File: config.mk
export PLATFORM = sky130hd
export DESIGN_NAME = drenaje_salida
export DESIGN_NICKNAME = d
export VERILOG_FILES = /design/src/rtl/drenaje_salida.sv
export SDC_FILE = /design/constraint.sdc
export NUM_CORES = 1
export LEC_CHECK = 0
export CORE_ASPECT_RATIO = 0.6
export CORE_MARGIN = 2
export CORE_UTILIZATION = 50
export DETAILED_ROUTE_END_ITERATION = 12
export PLACE_DENSITY = 0.85
export SETUP_SLACK_MARGIN = 0.5
export SYNTH_ARGS = -nofsm -noshare
export SYNTH_HDL_FRONTEND = slang
export SYNTH_SLANG_ARGS = --single-unit
File: constraint.sdc
create_clock -name clk -period 4.5 [get_ports clk]
set_clock_uncertainty 0.15 [all_clocks]
set_input_delay 1.35 -clock clk [delete_from_list [all_inputs] [get_ports clk]]
set_output_delay 1.35 -clock clk [all_outputs]
set_load 0.1 [all_outputs]
File: src/rtl/drenaje_salida.sv
// Egress drain stage: round-robin pops of four output FIFOs, serialised onto
// one valid/ready port, with per-port saturating word counters and a sticky
// flag for words whose destination field disagrees with their source FIFO.
module drenaje_salida #(
  parameter int DATA_W = 10,
  parameter int CNT_W  = 8
) (
  input  logic                clk,
  input  logic                reset,
  input  logic [3:0]          fifo_empty,
  input  logic [4*DATA_W-1:0] fifo_data,
  output logic [3:0]          pop,
  output logic [DATA_W-1:0]   out_data,
  output logic [1:0]          out_port,
  output logic                out_valid,
  input  logic                out_ready,
  input  logic                cnt_clr,
  output logic [4*CNT_W-1:0]  word_cnt,
  output logic                dest_err
);

  typedef enum logic [1:0] {IDLE, POP, CAP, HOLD} state_t;

  state_t            state_reg, state_next;
  logic [1:0]        sel_reg;
  logic [1:0]        last_reg;
  logic [1:0]        winner;
  logic              any_ready;
  logic [DATA_W-1:0] out_data_reg;
  logic [1:0]        out_port_reg;
  logic              out_valid_reg;
  logic              dest_err_reg;
  logic              handshake;
  logic [DATA_W-1:0] cap_word;
  logic              cap_mismatch;

  assign any_ready    = |(~fifo_empty);
  assign handshake    = (state_reg == HOLD) && out_valid_reg && out_ready;
  assign cap_word     = fifo_data[sel_reg*DATA_W +: DATA_W];
  assign cap_mismatch = (cap_word[DATA_W-1:DATA_W-2] != sel_reg);

  // Round-robin winner: the port right after the last one served has the
  // highest priority, so scan downward and let the closest port overwrite.
  always_comb begin
    logic [1:0] idx;
    winner = '0;
    idx    = '0;
    for (int k = 4; k >= 1; k--) begin
      idx = last_reg + 2'(k);
      if (!fifo_empty[idx]) winner = idx;
    end
  end

  // State register.
  always_ff @(posedge clk or negedge reset) begin
    if (!reset) state_reg <= IDLE;
    else        state_reg <= state_next;
  end

  // Next-state logic; empty flags only matter in IDLE or at a HOLD handshake.
  always_comb begin
    state_next = state_reg;
    case (state_reg)
      IDLE: if (any_ready) state_next = POP;
      POP:  state_next = CAP;
      CAP:  state_next = HOLD;
      HOLD: if (handshake) state_next = any_ready ? POP : IDLE;
      default: state_next = IDLE;
    endcase
  end

  // Pop strobe is a pure decode of the POP state, so it is high one cycle.
  always_comb begin
    pop = 4'b0000;
    if (state_reg == POP) pop = 4'b0001 << sel_reg;
  end

  // Arbitration pointers and the output word register.
  always_ff @(posedge clk or negedge reset) begin
    if (!reset) begin
      sel_reg       <= '0;
      last_reg      <= 2'd3;
      out_data_reg  <= '0;
      out_port_reg  <= '0;
      out_valid_reg <= 1'b0;
    end else begin
      case (state_reg)
        IDLE: if (any_ready) sel_reg <= winner;
        POP:  last_reg <= sel_reg;
        CAP: begin
          out_data_reg  <= cap_word;
          out_port_reg  <= sel_reg;
          out_valid_reg <= 1'b1;
        end
        HOLD: if (handshake) begin
          out_valid_reg <= 1'b0;
          if (any_ready) sel_reg <= winner;
        end
        default: ;
      endcase
    end
  end

  // Sticky destination error; a clear in the same cycle takes precedence.
  always_ff @(posedge clk or negedge reset) begin
    if (!reset)                                 dest_err_reg <= 1'b0;
    else if (cnt_clr)                           dest_err_reg <= 1'b0;
    else if (state_reg == CAP && cap_mismatch)  dest_err_reg <= 1'b1;
  end

  genvar gi;
  generate
    for (gi = 0; gi < 4; gi++) begin : g_cnt
      logic [CNT_W-1:0] cnt_reg;

      // Saturating delivered-word counter for port gi; clear beats increment.
      always_ff @(posedge clk or negedge reset) begin
        if (!reset)
          cnt_reg <= '0;
        else if (cnt_clr)
          cnt_reg <= '0;
        else if (handshake && out_port_reg == 2'(gi) && cnt_reg != {CNT_W{1'b1}})
          cnt_reg <= cnt_reg + 1'b1;
      end

      assign word_cnt[gi*CNT_W +: CNT_W] = cnt_reg;
    end
  endgenerate

  assign out_data  = out_data_reg;
  assign out_port  = out_port_reg;
  assign out_valid = out_valid_reg;
  assign dest_err  = dest_err_reg;

endmodule

==> results of run 1 <==
==> worst reg2reg max path: stages (launching register included) <==
cell       delay (ns)
dfrtp_1          0.43
ha_1             0.32
and3_1           0.43
o2111ai_4        0.21
or3_1            0.39
a21oi_1          0.15
==> synthesized netlist by cell type, types with 2 or more instances <==
| cell type | count | area [um^2] |
|---|---|---|
| nor2b_1 | 8 | 50.1 |
| or3_1 | 4 | 25.0 |
| and2_1 | 3 | 18.8 |
| nor3_1 | 8 | 40.0 |
| a31oi_1 | 4 | 25.0 |
| mux4_2 | 10 | 225 |
| o21ba_2 | 2 | 20.0 |
| ha_1 | 8 | 100 |
| dfstp_2 | 2 | 52.6 |
| nand3_1 | 15 | 75.1 |
| nand2b_1 | 4 | 25.0 |
| nand4_1 | 10 | 62.6 |
| o21ai_0 | 12 | 60.1 |
| nor4_4 | 2 | 42.5 |
| mux2_2 | 15 | 169 |
| nand2_1 | 13 | 48.8 |
| a311oi_1 | 2 | 17.5 |
| buf_2 | 3 | 15.0 |
| mux2i_1 | 9 | 90.1 |
| nor2_1 | 28 | 105 |
| o21a_1 | 2 | 15.0 |
| a211oi_1 | 4 | 30.0 |
| nor4_1 | 3 | 18.8 |
| o2111ai_1 | 2 | 17.5 |
| xor2_1 | 4 | 35.0 |
| dfrtp_1 | 50 | 1250 |
| clkbuf_1 | 8 | 30.0 |
| and3_1 | 3 | 18.8 |
| a21oi_1 | 13 | 65.1 |
| buf_6 | 2 | 22.5 |
| and4_1 | 3 | 26.3 |
| o22ai_1 | 2 | 12.5 |
| inv_1 | 14 | 52.6 |
==> cell type report <==
| cell class | count | area (um^2) |
|---|---|---|
| fill | 451 | 1860 |
| multi-input combinational | 212 | 1660 |
| sequential | 52 | 1300 |
| timing repair buffer | 99 | 966 |
| tap | 84 | 105 |
| clock buffer | 6 | 72.6 |
| inverter | 14 | 52.6 |
| clock inverter | 1 | 5.00 |
==> metal layers <==
metal  vias up  share of wire [%]  global-route usage (%)
li1       1267                  -                       -
met2        82                 45                    33.9
met5         -                  0                       0
met1      1275                 49                    34.6
met3         7                5.1                    3.42
met4         0               0.97                    5.92
==> report_power, final <==
group	switching (W)	internal, W
clock network	0.000149	0.000106
logic	0.000828	0.000404
registers	0.000158	0.000569
total	0.00114	0.00108
==> stage by stage <==
step / cell area, um^2 / utilization [%] / instances / hold WS, ns / setup WS [ns]
2_1_floorplan: 3100 / - / 293 / 0.324 / 0.808
3_5_place_dp: 4090 / 67.8 / 461 / 0.350 / 1.21
6_report: 4170 / 69.1 / 468 / 0.364 / 1.00
5_1_grt: 4170 / 69.1 / 468 / 0.395 / 0.933
4_1_cts: 4170 / 69.1 / 468 / 0.367 / 1.01
3_3_place_gp: 4090 / 67.8 / 461 / 0.340 / 1.25
==> final timing paths <==
| path | from | end | slack (ns) | cells after the start |
|---|---|---|---|---|
| setup / recovery | g_cnt[1].cnt_reg[5] | word_cnt[13] | 1.00 | 1 |
| hold / removal | out_data[0] | out_data[0] | 0.36 | 1 |
| setup reg to reg | state_reg[0] | g_cnt[2].cnt_reg[3] | 2.35 | 5 |
| hold reg to reg | out_data[0] | out_data[0] | 0.36 | 1 |
| max in group asynchronous | reset | state_reg[1] | 2.47 | 2 |
| min in group asynchronous | reset | state_reg[0] | 1.04 | 1 |
==> logic make-up (layout without fill, tap and decap cells) <==
| logic type | count (synthesis) | count (layout) | share of synthesized area [%] |
|---|---|---|---|
| xor gates and xnor gates | 5 | 5 | 1.42 |
| and+or+nand+nor | 110 | 110 | 20.2 |
| adders and majority gates | 8 | 8 | 3.24 |
| muxes | 34 | 34 | 15.7 |
| DFF | 52 | 52 | 42.2 |
| buffers and inverters | 29 | 120 | 4.17 |
| AOI/OAI and AO/OA | 55 | 55 | 13.1 |
==> summary.md, run 1 <==
| Metric | Value |
|---|---|
| Final setup fails | `0` |
| Row cnt | `22` |
| Initial DRC count | `164` |
| CTS buffer count | `5` |
| HP Class | `flop to flop` |
| Yosys reg bits | `52` |
| Setup crit end kind | `primary output` |
| Largest net degree at the start of global routing | `44` |
| Worst-path fanout max | `6` |
| # DRC | `0` |
| DP HPWL | `5.59 mm` |
| Startpoint types | `flop` |
| Htree depth | `2` |
| ANT cells | `0` |
| Post-CTS Setup Bufs | `0` |
| Worst Setup Path Type | `flop to primary output` |
| P&R area growth vs syn | `34.9%` |
| IR drop worst, VDD | `446 uV` |
| Die Area | `6850 um^2` |
| Post-synth EDFFs | `0` |
| Max-cap violation count | `0` |
| Routed Wire Length | `7.55 mm` |
| First-pass GRT wire length | `12.3 mm` |
| Post-Synthesis Cell Area | `3090 um^2` |
| Total track usage | `22.7%` |
| Vias in the first global route | `2,452` |
| Pwr dens | `531 nW/um^2` |
| Post-Syn Area per Cell | `10.5 um^2` |
| Hold_buf cts | `0` |
| Buffers added on ports | `97` |
| Area of the core | `6030 um^2` |
| Unrepaired setup endpoints after global routing | `no` |
| Gate Count Post-Synth | `293` |
| Slew @ Worst Pin | `1.10 ns` |
| Yosys warning count | `0` |
| CTS Root Cell | `clkbuf_8` |
| CP bufs+invs | `1` |
| Lkg Pwr | `1.67 nW` |
| Die height | `64.9 um` |
| Post-synthesis sequential area ratio | `42.2%` |
| Max FFs per register | `32` |
| Crit path largest cell delay | `1.19 ns` |
| Slew Viols, Final | `0` |
| Clk sinks | `52` |
| Routed vias | `2,631` |
| Most frequent cells in the layout | `clkdlybuf4s50_1 (90), dfrtp_1 (50), nor2_1 (28), nand3_1 (15), mux2_2 (15)` |
| Crit path max-delay family | `buffers and inverters` |
| Congestion Overflow GR | `0` |
| Critical-path cell list | `clkdlybuf4s50_1` |
| GP Congestion | `0.786` |
| FMAX | `286 MHz` |
| Skew-Pair Late Insertion Delay | `0.31 ns` |
| Reg clk slew, reported paths | `0.10 ns` |
| Sum Neg Setup Slack | `0 ns` |
| Total power | `0.00221 W` |
| Post-CTS sizing | `0` |
| Syn_nets | `349` |
| Final Critical Period | `3.50 ns` |
| Initial Util | `51.3%` |
| Yosys cell types | `54` |
| Via-to-Cell Ratio | `5.62` |
| Mean routed wirelength per cell | `16.1 um` |
| Critical Path RT | `3.00 ns` |
| Nets | `440` |
| Initial antenna violation count | `0` |
| Status | `finished, final reports clean` |
| Pre-antenna DRT Iters | `4` |
| Final Hold Fails | `0` |
| Main flop type after synthesis | `dfrtp_1` |
| Io pins | `98` |
| Worst path slowest cell | `clkdlybuf4s50_1` |
| CTS tree | `done` |
| Final Cycle Share | `77.7%` |
| Relative slew slack | `26.4%` |
| Clock Tree Buf Depth | `2` |
| Share of cells above drive strength 1 | `14.1%` |
| Die Wd | `105 um` |
| Antenna Violating Nets Remaining | `0` |
| Worst Path Arrival | `2.00 ns` |
| Synth async-reset ratio | `100%` |
| Commonest non-fill, non-tap cell in the layout | `clkdlybuf4s50_1` |
Note: power is estimated with default switching activity, not from simulation.
==> run 2, diff against run 1 <==
--- a/config.mk
+++ b/config.mk
@@ -7,9 +7,9 @@
 export LEC_CHECK = 0
 export CORE_ASPECT_RATIO = 0.6
 export CORE_MARGIN = 2
-export CORE_UTILIZATION = 50
+export CORE_UTILIZATION = 47
 export DETAILED_ROUTE_END_ITERATION = 12
-export PLACE_DENSITY = 0.85
+export PLACE_DENSITY = 0.81
 export SETUP_SLACK_MARGIN = 0.5
 export SYNTH_ARGS = -nofsm -noshare
 export SYNTH_HDL_FRONTEND = slang
==> constraint.sdc (replaced) <==
create_clock -name clk -period 3.6 [get_ports clk]
set_clock_uncertainty 0.15 [all_clocks]
set_input_delay 1.08 -clock clk [delete_from_list [all_inputs] [get_ports clk]]
set_output_delay 1.08 -clock clk [all_outputs]
set_load 0.1 [all_outputs]
==> run 2 against run 1 <==
Compared with the run above:
- final cell count grew 0.43%
- die area grew 6.1%
- via count grew 1.3%
- hold slack is essentially flat
- power grew 26%
- combinational power grew 27%
- clock power grew 41%
- global-route usage shrank 0.93 points
- non-clock buffer count grew 2
- critical path depth grew 2
- wire length shrank 0.85%
- utilization shrank 3.1 points
- largest cell class unchanged
- highest routed layer unchanged
==> summary.md, run 2 (same netlist as run 1, synthesis figures left out) <==
| Metric | Value |
|---|---|
| Status | `finished, final reports clean` |
| Area of the multi-input gates | `1670 um^2` |
| FF-to-FF setup slack | `1.45 ns` |
| Initial antenna violation count | `0` |
| Die height | `66.8 um` |
| P_sw | `0.00142 W` |
| Setup crit end kind | `primary output` |
| Cell count along the critical path | `3` |
| ANT cells | `0` |
| Clock Tree Buf Depth | `2` |
| # DRC | `0` |
| Final setup margin | `0.651 ns` |
| Mean routed wirelength per cell | `15.9 um` |
| Vias in the first global route | `2,458` |
| Worst Path Arrival | `1.72 ns` |
| First-pass GRT wire length | `12.2 mm` |
| Io pins | `98` |
| Antenna Violating Nets Remaining | `0` |
| Critical Path RT | `2.37 ns` |
| CTS tree | `done` |
| Pre-CTS setup slack | `0.595 ns` |
| Worst path slowest cell | `dfrtp_1` |
| FMAX | `339 MHz` |
| Worst-path fanout max | `19` |
| Pre-antenna DRT Iters | `4` |
| Power Internal | `0.00138 W` |
| Share of cells above drive strength 1 | `26.7%` |
| Max-cap violation count | `0` |
| Combinational Power Share | `55.9%` |
| Htree depth | `2` |
| Filler cells | `505` |
| Slew @ Worst Pin | `0.758 ns` |
| Number of placed instances with taps included | `463` |
| Initial DRC count | `110` |
| HP Class | `flop to flop` |
| Die Wd | `109 um` |
| Critical-path cell list | `nand2_1, nor2_2, buf_4` |
| Unrepaired setup endpoints after global routing | `no` |
| Final Cycle Share | `81.9%` |
| IR drop worst, VDD | `624 uV` |
| Die Area | `7260 um^2` |
| Sequential cell area | `1300 um^2` |
| Sum Neg Setup Slack | `0 ns` |
| Reg clk slew, reported paths | `0.09 ns` |
| Hold-critical path depth | `1` |
| Largest net degree at the start of global routing | `53` |
| Most frequent cells in the layout | `buf_4 (53), dfrtp_1 (50), clkdlybuf4s50_1 (46), nor2_1 (26)` |
| CTS buffer count | `5` |
| Row cnt | `22` |
| Clk sinks | `52` |
| Lkg Pwr | `1.77 nW` |
| Via-to-Cell Ratio | `5.67` |
| Pwr dens | `680 nW/um^2` |
| Post-CTS sizing | `0` |
| Slew Viols, Final | `0` |
| Sw Share | `50.7%` |
| Seq pwr share | `31.2%` |
| CP bufs+invs | `1` |
| Nets | `442` |
| Max FFs per register | `32` |
| Final Hold Fails | `0` |
| Relative slew slack | `49.5%` |
| Startpoint types | `flop` |
| Worst Setup Path Type | `flop to primary output` |
| DP HPWL | `5.56 mm` |
| Final Critical Period | `2.95 ns` |
| Buffers added on ports | `97` |
| Area of the core | `6220 um^2` |
| CTS Root Cell | `clkbuf_8` |
| Crit path largest cell delay | `0.84 ns` |
| Post-route insts no fill | `470` |
| Post-CTS Setup Bufs | `0` |
| R2R cell count | `5` |
| Final setup fails | `0` |
| Congestion Overflow GR | `0` |
| GP Congestion | `0.816` |
| Initial Util | `49.7%` |
| Clock group share of total power | `12.9%` |
| Skew-Pair Late Insertion Delay | `0.30 ns` |
| Routed Wire Length | `7.49 mm` |
| Commonest non-fill, non-tap cell in the layout | `buf_4` |
| Crit path max-delay family | `flip-flops` |
| Total track usage | `21.8%` |
| Routed vias | `2,666` |
| Hold_buf cts | `0` |
| P&R area growth vs syn | `33.0%` |
[run 2: cell count changes in the layout (fill, tap and decap cells not counted), sizes merged]
cell | previous run | this run
buf | 9 | 55
clkinv | 1 | 0
clkbuf | 6 | 7
clkdlybuf4s50 | 90 | 46
[run 2: routing by layer]
metal / track usage (%) / part of all wire, % / vias to the layer above
li1: - / - / 1273
met1: 31.9 / 48 / 1288
met2: 33.3 / 45 / 94
met3: 4.01 / 5.6 / 11
met4: 5.29 / 1.1 / 0
met5: 0 / 0 / -
[run 2: power groups by stage]
stage | clock (W) | combinational, W | sequential (W)
after floorplan | 0 | 0.000709 | 0.00140
after global placement | 0 | 0.00155 | 0.000877
after detailed placement | 0 | 0.00157 | 0.000881
after CTS | 0.000365 | 0.00157 | 0.000869
after global routing | 0.000394 | 0.00165 | 0.000892
final | 0.000360 | 0.00156 | 0.000871
[run 2: worst paths after layout]
kind / endpoint / startpoint
hold / removal: out_data[5] / out_data[5]
max in group asynchronous: g_cnt[2].cnt_reg[0] / reset
setup reg to reg: g_cnt[0].cnt_reg[5] / state_reg[0]
setup / recovery: pop[2] / sel_reg[1]
min in group asynchronous: sel_reg[1] / reset
hold reg to reg: out_data[5] / out_data[5]
[run 2: final cells by class]
cell class                      count  share of cell area [%]
Multi-Input combinational cell    212                    40.6
Sequential cell                    52                    31.7
Inverter                           14                    1.28
Tap cell                           84                    2.56
Clock buffer                        7                    2.34
Timing Repair Buffer              101                    21.5
[run 2: metrics by stage]
step	utilization [%]	hold WS [ns]	cell area (um^2)	total power, W
floorplan	-	0.324	3100	0.00211
global placement	64.5	0.342	4010	0.00243
detailed placement	64.5	0.347	4010	0.00245
CTS	66.0	0.368	4110	0.00280
global route	66.0	0.374	4110	0.00293
finish	66.0	0.365	4110	0.00279
[run 2: worst reg2reg max path: cells and delay by family (launching register included)]
family,cells,cell delay (ns)
AND/OR/NAND/NOR,3,0.84
multiplexers,1,0.29
flip-flops,1,0.43
adder cells (fa/ha/maj),1,0.32
